[config.mk]
export PLATFORM = sky130hd
export DESIGN_NAME = pc_unit_ras
export DESIGN_NICKNAME = d
export VERILOG_FILES = /design/src/rtl/pc_pkg.sv /design/src/rtl/return_stack.sv /design/src/rtl/pc_unit_ras.sv
export SDC_FILE = /design/constraint.sdc
export NUM_CORES = 1
export LEC_CHECK = 0
export CAP_MARGIN = 5
export CORE_MARGIN = 3
export CORE_UTILIZATION = 50
export CTS_BUF_LIST = sky130_fd_sc_hd__clkbuf_2
export DETAILED_ROUTE_END_ITERATION = 10
export GPL_TIMING_DRIVEN = 0
export HOLD_SLACK_MARGIN = 0.03
export PLACE_DENSITY = 0.78
export SLEW_MARGIN = 20
export SYNTH_ARGS = -nofsm -noshare
export SYNTH_HDL_FRONTEND = slang
export SYNTH_HIERARCHICAL = 1
export SYNTH_SLANG_ARGS = --single-unit
[constraint.sdc]
create_clock -name clk -period 6.1 [get_ports clk]
set_input_delay 1.22 -clock clk [delete_from_list [all_inputs] [get_ports clk]]
set_output_delay 1.22 -clock clk [all_outputs]
set_load 0.02 [all_outputs]
[src/rtl/pc_pkg.sv]
// Shared definitions for the fetch-stage program-counter unit.
// Holds the next-PC select encodings and the default reset and trap vectors.
package pc_pkg;

    typedef enum logic [2:0] {
        PC_SEQ    = 3'b000,
        PC_BRANCH = 3'b001,
        PC_JUMP   = 3'b010,
        PC_CALL   = 3'b011,
        PC_RETURN = 3'b100,
        PC_TRAP   = 3'b101
    } pc_src_e;

    localparam logic [31:0] DEFAULT_RESET_VECTOR = 32'h0000_0000;
    localparam logic [31:0] DEFAULT_TRAP_VECTOR  = 32'h0000_0100;

endpackage

[src/rtl/return_stack.sv]
// Circular return-address stack. A push when full overwrites the oldest entry.
// The overflow flag is sticky until reset.
module return_stack #(
    parameter int XLEN      = 32,
    parameter int RAS_DEPTH = 4
) (
    input  logic                         clk,
    input  logic                         rst,
    input  logic                         push,
    input  logic                         pop,
    input  logic [XLEN-1:0]              din,
    output logic [XLEN-1:0]              top,
    output logic [$clog2(RAS_DEPTH):0]   count,
    output logic                         full,
    output logic                         empty,
    output logic                         overflow
);

    localparam int PW = $clog2(RAS_DEPTH);
    localparam int CW = PW + 1;

    logic [XLEN-1:0] mem [RAS_DEPTH];
    logic [PW-1:0]   top_ptr;
    logic [PW-1:0]   next_ptr;
    logic [CW-1:0]   cnt;
    logic            ovf;

    assign next_ptr = top_ptr + PW'(1);
    assign full     = (cnt == CW'(RAS_DEPTH));
    assign empty    = (cnt == '0);
    assign top      = mem[top_ptr];
    assign count    = cnt;
    assign overflow = ovf;

    // Pointer wraps naturally; on a full push the slot it lands on is the oldest entry.
    always_ff @(posedge clk) begin
        if (rst) begin
            top_ptr <= '0;
            cnt     <= '0;
            ovf     <= 1'b0;
        end else if (push) begin
            top_ptr <= next_ptr;
            if (full) begin
                ovf <= 1'b1;
            end else begin
                cnt <= cnt + CW'(1);
            end
        end else if (pop && !empty) begin
            top_ptr <= top_ptr - PW'(1);
            cnt     <= cnt - CW'(1);
        end
    end

    // Storage carries no reset; only valid entries below count are ever read back.
    always_ff @(posedge clk) begin
        if (push) begin
            mem[next_ptr] <= din;
        end
    end

endmodule

[src/rtl/pc_unit_ras.sv]
// Program-counter unit with return-address stack and trap redirect.
// Selects the next PC each cycle from the control FSM's pc_src and enables.
module pc_unit_ras
    import pc_pkg::*;
#(
    parameter int              XLEN         = 32,
    parameter logic [XLEN-1:0] RESET_VECTOR = XLEN'(DEFAULT_RESET_VECTOR),
    parameter logic [XLEN-1:0] TRAP_VECTOR  = XLEN'(DEFAULT_TRAP_VECTOR),
    parameter int              RAS_DEPTH    = 4
) (
    input  logic                         clk,
    input  logic                         rst,
    input  logic                         pc_write,
    input  logic                         pc_write_cond,
    input  logic                         zero,
    input  logic [2:0]                   pc_src,
    input  logic [XLEN-1:0]              seq_value,
    input  logic [XLEN-1:0]              branch_target,
    input  logic [XLEN-1:0]              jump_offset,
    input  logic [XLEN-1:0]              return_addr,
    output logic [XLEN-1:0]              pc,
    output logic [XLEN-1:0]              epc,
    output logic [$clog2(RAS_DEPTH):0]   ras_count,
    output logic                         ras_overflow,
    output logic                         ras_underflow
);

    logic            en;
    logic            push;
    logic            pop;
    logic            ras_empty;
    logic [XLEN-1:0] ras_top;
    pc_src_e         src;

    always_comb begin
        src  = pc_src_e'(pc_src);
        en   = pc_write | (pc_write_cond & zero);
        push = en && (src == PC_CALL);
        pop  = en && (src == PC_RETURN) && !ras_empty;
    end

    return_stack #(
        .XLEN      (XLEN),
        .RAS_DEPTH (RAS_DEPTH)
    ) u_ras (
        .clk      (clk),
        .rst      (rst),
        .push     (push),
        .pop      (pop),
        .din      (return_addr),
        .top      (ras_top),
        .count    (ras_count),
        .full     (),
        .empty    (ras_empty),
        .overflow (ras_overflow)
    );

    // SEQ only advances on the unconditional enable; reserved encodings leave state alone.
    always_ff @(posedge clk) begin
        if (rst) begin
            pc            <= RESET_VECTOR;
            epc           <= '0;
            ras_underflow <= 1'b0;
        end else begin
            ras_underflow <= 1'b0;
            if (en) begin
                case (src)
                    PC_SEQ: begin
                        if (pc_write) pc <= seq_value;
                    end
                    PC_BRANCH: pc <= branch_target;
                    PC_JUMP,
                    PC_CALL:   pc <= pc + jump_offset;
                    PC_RETURN: begin
                        if (!ras_empty) begin
                            pc <= ras_top;
                        end else begin
                            pc            <= TRAP_VECTOR;
                            epc           <= pc;
                            ras_underflow <= 1'b1;
                        end
                    end
                    PC_TRAP: begin
                        pc  <= TRAP_VECTOR;
                        epc <= pc;
                    end
                    default: ;
                endcase
            end
        end
    end

endmodule
==> results of run 1 <==
-- layout make-up --
type / count / area [sq um]
sequential: 201 / 5305
inverter: 10 / 37.54
clock inverter: 14 / 65.06
clock buffer: 78 / 390.4
fill: 1516 / 6236
antenna: 1 / 2.502
buffer: 52 / 260.3
timing repair buffer: 207 / 2135
multi-input combinational: 565 / 4199
tap: 260 / 325.3
-- final timing paths --
path	end	slack (ns)	depth (start not counted)	startpoint
worst min-delay path	epc[30]	0.46	2	epc[30]
worst max register to register	pc[28]	2.94	11	pc[0]
worst min register to register	epc[30]	0.46	2	epc[30]
worst max-delay path	u_ras/count[2]	1.93	11	pc_src[1]
-- registers in the layout, indices dropped and copies added, names as in the netlist, named ones only --
signal	count
u_ras/mem	128
epc	32
pc	32
u_ras/count	3
u_ras/top_ptr	2
ras_underflow	1
u_ras/overflow	1
-- stage by stage --
step | util | area (sq um) | total power, mW | cells
3_5_place_dp | 0.6469 | 12260 | 2.112 | 1295
2_1_floorplan | - | 9791 | 1.859 | 828
6_report | 0.6710 | 12720 | 2.987 | 1388
3_3_place_gp | 0.6409 | 12150 | 2.103 | 1291
5_1_grt | 0.6710 | 12720 | 3.128 | 1388
4_1_cts | 0.6709 | 12720 | 3.010 | 1387
-- critical path, cell delays in order --
cell,delay [ns]
clkdlybuf4s50_1,0.51
clkbuf_1,0.38
nand2b_1,0.31
clkbuf_1,0.36
nor2_1,0.47
and2_1,0.34
inv_1,0.15
fa_1,0.49
or3b_1,0.42
o2111ai_1,0.13
o211ai_1,0.11
-- metal layers --
metal  wire [um]  share of wire
met3        2444          0.085
met4         963          0.033
met1       11440           0.40
met2       14000           0.49
met5           0              0
-- power by group through the flow --
stage	logic (mW)	registers (mW)	clock network, mW
floorplan	0.302	1.56	0
global placement	0.568	1.54	0
detailed placement	0.576	1.54	0
CTS	0.579	1.51	0.925
global route	0.631	1.51	0.987
finish	0.586	1.51	0.895
==> summary.json, run 1 <==
{
  "grt-ovfl-total": 0,
  "final_layout_size_suffix_gt1_frac": 0.1464,
  "tightestPinTransition_ns": 0.7857,
  "worstSkewPairLatency_ns": 0.84,
  "syn-cell-area_sq_mm": 0.009791,
  "hold_class": "reg -> reg",
  "clockBufferDepth": 3,
  "gp_congestion": 0.9317,
  "sw_frac": 0.2999,
  "run_status": "completed",
  "p_int_mw": 2.091,
  "clk_transition_reported_paths_ns": 0.10,
  "report.final.hold_viol_count": 0,
  "timing.clock.skew_ns": 0.03510,
  "wl_per_cell_um": 20.78,
  "maxCapViolCount": 0,
  "drt.antenna.violating_nets": 0,
  "dieWidth_um": 145.9,
  "setup_slack_ns": 1.929,
  "setup.worst_path.start_class": "input pin",
  "routed-via-count": 8098,
  "globalRouteMet1Util": 0.3422,
  "grt_antenna_before_repair": 1,
  "cp-end-kind": "register",
  "timing.setup.tns_ns": 0,
  "timing.final.crit_share": 0.6838,
  "crit_path_max_fanout": 10,
  "clock_power_share": 0.300,
  "p_switching_mw": 0.8957,
  "crit_required_ns": 6.82,
  "pre_cts_slack_ns": 1.170,
  "postCtsResizedCells": 0,
  "maxSlewHeadroom": 0.4762,
  "p_leak_nw": 4.474,
  "cts_tree": "done",
  "drc": 0,
  "via_per_inst": 5.834,
  "clock_sink_count": 201,
  "detailedRoute.firstIterationViolations": 799,
  "ioPinCount": 205,
  "rows": 50,
  "worstPathArrival_ns": 4.89,
  "num-nets-final": 1260,
  "dp_hpwl_um": 21780,
  "gr-max-usage-layer": "met2",
  "synth-warning-count": 6,
  "finalWorstPathRequiredPeriod_ns": 4.171,
  "drt_first_pass_iters": 9,
  "syn-instance-count": 828,
  "worst-setup-path-type": "in -> reg",
  "floorplan.die_area_sq_mm": 0.02130,
  "grt_use_met3": 0.05886,
  "powerDensity_mw_per_mm2": 234.8,
  "peakVddDrop_uv": 208.3,
  "grt_usage": 0.2661,
  "initial_core_util": 0.5165,
  "tritoncts.num_buffers": 50,
  "cts.root.buffer_cell": "clkbuf_2",
  "post-cts-setup-buffers": 0,
  "most_used_cells_in_the_layout_excluding_fill_and_tap_cells": "clkdlybuf4s50_1, edfxtp_1, nand2_1, a21oi_1, clkbuf_2",
  "first_global_vias": 8088,
  "mappedNetlistNets": 1001,
  "floorplan.core_area_sq_mm": 0.01896,
  "postRouteWirelength_um": 28840,
  "hold_ws_ns": 0.4583,
  "max_clock_freq_mhz": 239.8,
  "cts_htree_levels": 2,
  "groute.layer.met2.usage": 0.4345,
  "area.growth.synth_to_final_pct": 29.92,
  "combPwrFrac": 0.196,
  "die_h_um": 145.9,
  "final_common_cell": "clkdlybuf4s50_1",
  "grt_setup_unrepaired": "no",
  "buffer_ports.inserted": 203,
  "finalSetupViolations": 0,
  "post_synth.cell_area_avg_sq_um": 11.82,
  "grt_first_pass_wirelength_um": 44370,
  "grt_max_degree": 27,
  "cts-hold-fix-buffers": 0,
  "sequentialPowerShare": 0.504,
  "final_max_slew_viol_count": 0
}
No activity file was read; power rests on OpenSTA's default activity.
==> run 2, diff against run 1 <==
==> constraint.sdc (replaced) <==
create_clock -name clk -period 4 [get_ports clk]
set_input_delay 0.8 -clock clk [delete_from_list [all_inputs] [get_ports clk]]
set_output_delay 0.8 -clock clk [all_outputs]
set_load 0.02 [all_outputs]
==> results of run 2 <==
Same layout as run 1 (identical final DEF). Status: completed.
Among the figures that moved: setup slack after placement 1.170 ns -> -0.5101 ns; clock-pin slew on the worst setup and hold paths 0.10 ns -> 0.11 ns; setup slack after layout 1.929 ns -> 0.2491 ns; hold slack 0.4583 ns -> 0.2548 ns; register-to-register setup slack 2.94 ns -> 0.84 ns; end point of the worst hold path epc[30] -> pc[29]; total power 2.987 mW -> 4.554 mW; worst IR drop on VDD 208.3 uV -> 317.7 uV
==> edit (flow settings as in run 2) <==
`RAS_DEPTH` is set to 4 in 2 places; all go to 2.
--- a/src/rtl/return_stack.sv
+++ b/src/rtl/return_stack.sv
@@ -4,3 +4,3 @@
     parameter int XLEN      = 32,
-    parameter int RAS_DEPTH = 4
+    parameter int RAS_DEPTH = 2
 ) (
--- a/src/rtl/pc_unit_ras.sv
+++ b/src/rtl/pc_unit_ras.sv
@@ -8,3 +8,3 @@
     parameter logic [XLEN-1:0] TRAP_VECTOR  = XLEN'(DEFAULT_TRAP_VECTOR),
-    parameter int              RAS_DEPTH    = 4
+    parameter int              RAS_DEPTH    = 2
 ) (
Ports: changed (resized ras_count); port bits go from 205 to 204. No check against the original RTL was run, so the function may have changed too.
==> edit against run 2 <==
- first-iteration DRC count decreased by 7.9%
- critical path type unchanged
- routed wire length fell by 22%
- count of clock-buffer cells in the layout is 61 lower
- power decreased by 28%
- area after synthesis shrank 25%
- worst setup slack better by 0.55 ns
- critical path depth stayed put
- sequential cell count shrank 67
- combinational power down 3.0%
- cell area down 22%
- highest routed layer unchanged
- via count down 17%
==> edit: results <==
{
  "status": "finished, final reports clean",
  "arrival_ns": 3.80,
  "wl_um": 22580,
  "grt_max_degree": 33,
  "reg2regPathDepth": 10,
  "synth_nets": 904,
  "power_leakage_nw": 3.690,
  "first_iter_violations": 736,
  "slowest_stage": "fa_1",
  "synth_area_per_cell_um2": 9.959,
  "cp-startpoint": "jump_offset[0]",
  "numCtsBuffers": 17,
  "clock_skew_ns": 0.04155,
  "grt_usage_pct": 27.10,
  "avgViaCountPerCell": 5.792,
  "worstSetupEndpointType": "register",
  "place_ws_ns": 0.1202,
  "place_hpwl_um": 17660,
  "hold_start": "epc[20]",
  "antenna_found_initial": 2,
  "final_nets": 1127,
  "cts_buffer_depth": 2,
  "cp_max_fo": 4,
  "worst_slew_pin_slew_ns": 0.7589,
  "fill_cells": 1129,
  "placed_area_mm2": 0.009623,
  "place_congestion": 0.9463,
  "post_drt_wl_per_cell_um": 19.56,
  "cp_slowest_stage_delay_ns": 0.43,
  "max_freq_mhz": 312.4,
  "clkLatencyLatePin_ns": 0.72,
  "clk_pin_slew_ns": 0.23,
  "top_regs": "u_ras/mem x64, epc x32, pc x32",
  "r2r_setup_slack_ns": 0.89,
  "grt_pass1_wl_um": 34130
}
==> edit: layout make-up <==
| type | instances | area share, % |
|---|---|---|
| clock buffer | 17 | 0.8602 |
| sequential | 134 | 33.60 |
| tap | 180 | 2.277 |
| clock inverter | 15 | 1.796 |
| timing repair buffer | 204 | 20.82 |
| multi-input combinational | 547 | 38.04 |
| antenna | 2 | 0.05060 |
| buffer | 46 | 2.214 |
| inverter | 9 | 0.3416 |
==> edit: how the worst min path moves through the flow <==
stage	to	slack, ns	cells past startpoint
CTS	epc[20]	0.47	2
finish	epc[20]	0.47	2
detailed placement	epc[21]	0.45	2
global route	epc[28]	0.48	2
floorplan	epc[27]	0.53	2
global placement	epc[20]	0.44	2
==> edit: through the flow <==
| stage | setup TNS [ns] | power [mW] |
|---|---|---|
| finish | 0 | 3.289 |
| detailed placement | 0 | 2.417 |
| global route | 0 | 3.447 |
| floorplan | 0 | 2.052 |
| global placement | -50.32 | 2.407 |
| CTS | 0 | 3.287 |
==> edit: cell families (layout without fill, tap and decap cells) <==
logic type | Yosys count | count (layout) | synth area share, %
compound gates | 230 | 230 | 21.70
xor+xnor | 26 | 26 | 3.107
fa+ha+maj | 32 | 32 | 5.565
buf+inv | 55 | 291 | 3.448
flops | 134 | 134 | 45.34
mux | 37 | 37 | 7.170
other cells | 0 | 2 | 0
simple gates | 222 | 222 | 13.67
==> edit: power by group <==
group | switching [mW] | internal (mW) | leakage (nW)
sequential | 0.0500 | 1.49 | 1.15
combinational | 0.454 | 0.414 | 2.39
clock | 0.617 | 0.267 | 0.152
==> edit: metal layers <==
metal	part of all wire (%)	GRT usage, %	wire length [um]
met1	44	37.39	9949
met4	1.9	7.950	421
met5	0	0	0
met3	6.0	4.264	1354
met2	48	44.30	10850
==> edit: critical path, delay by kind of cell <==
kind	cells	cell delay, ns
adder cells (fa/ha/maj)	2	0.66
AND/OR/NAND/NOR	2	0.46
buffers and inverters	1	0.41
AO/OA/AOI/OAI	6	1.46
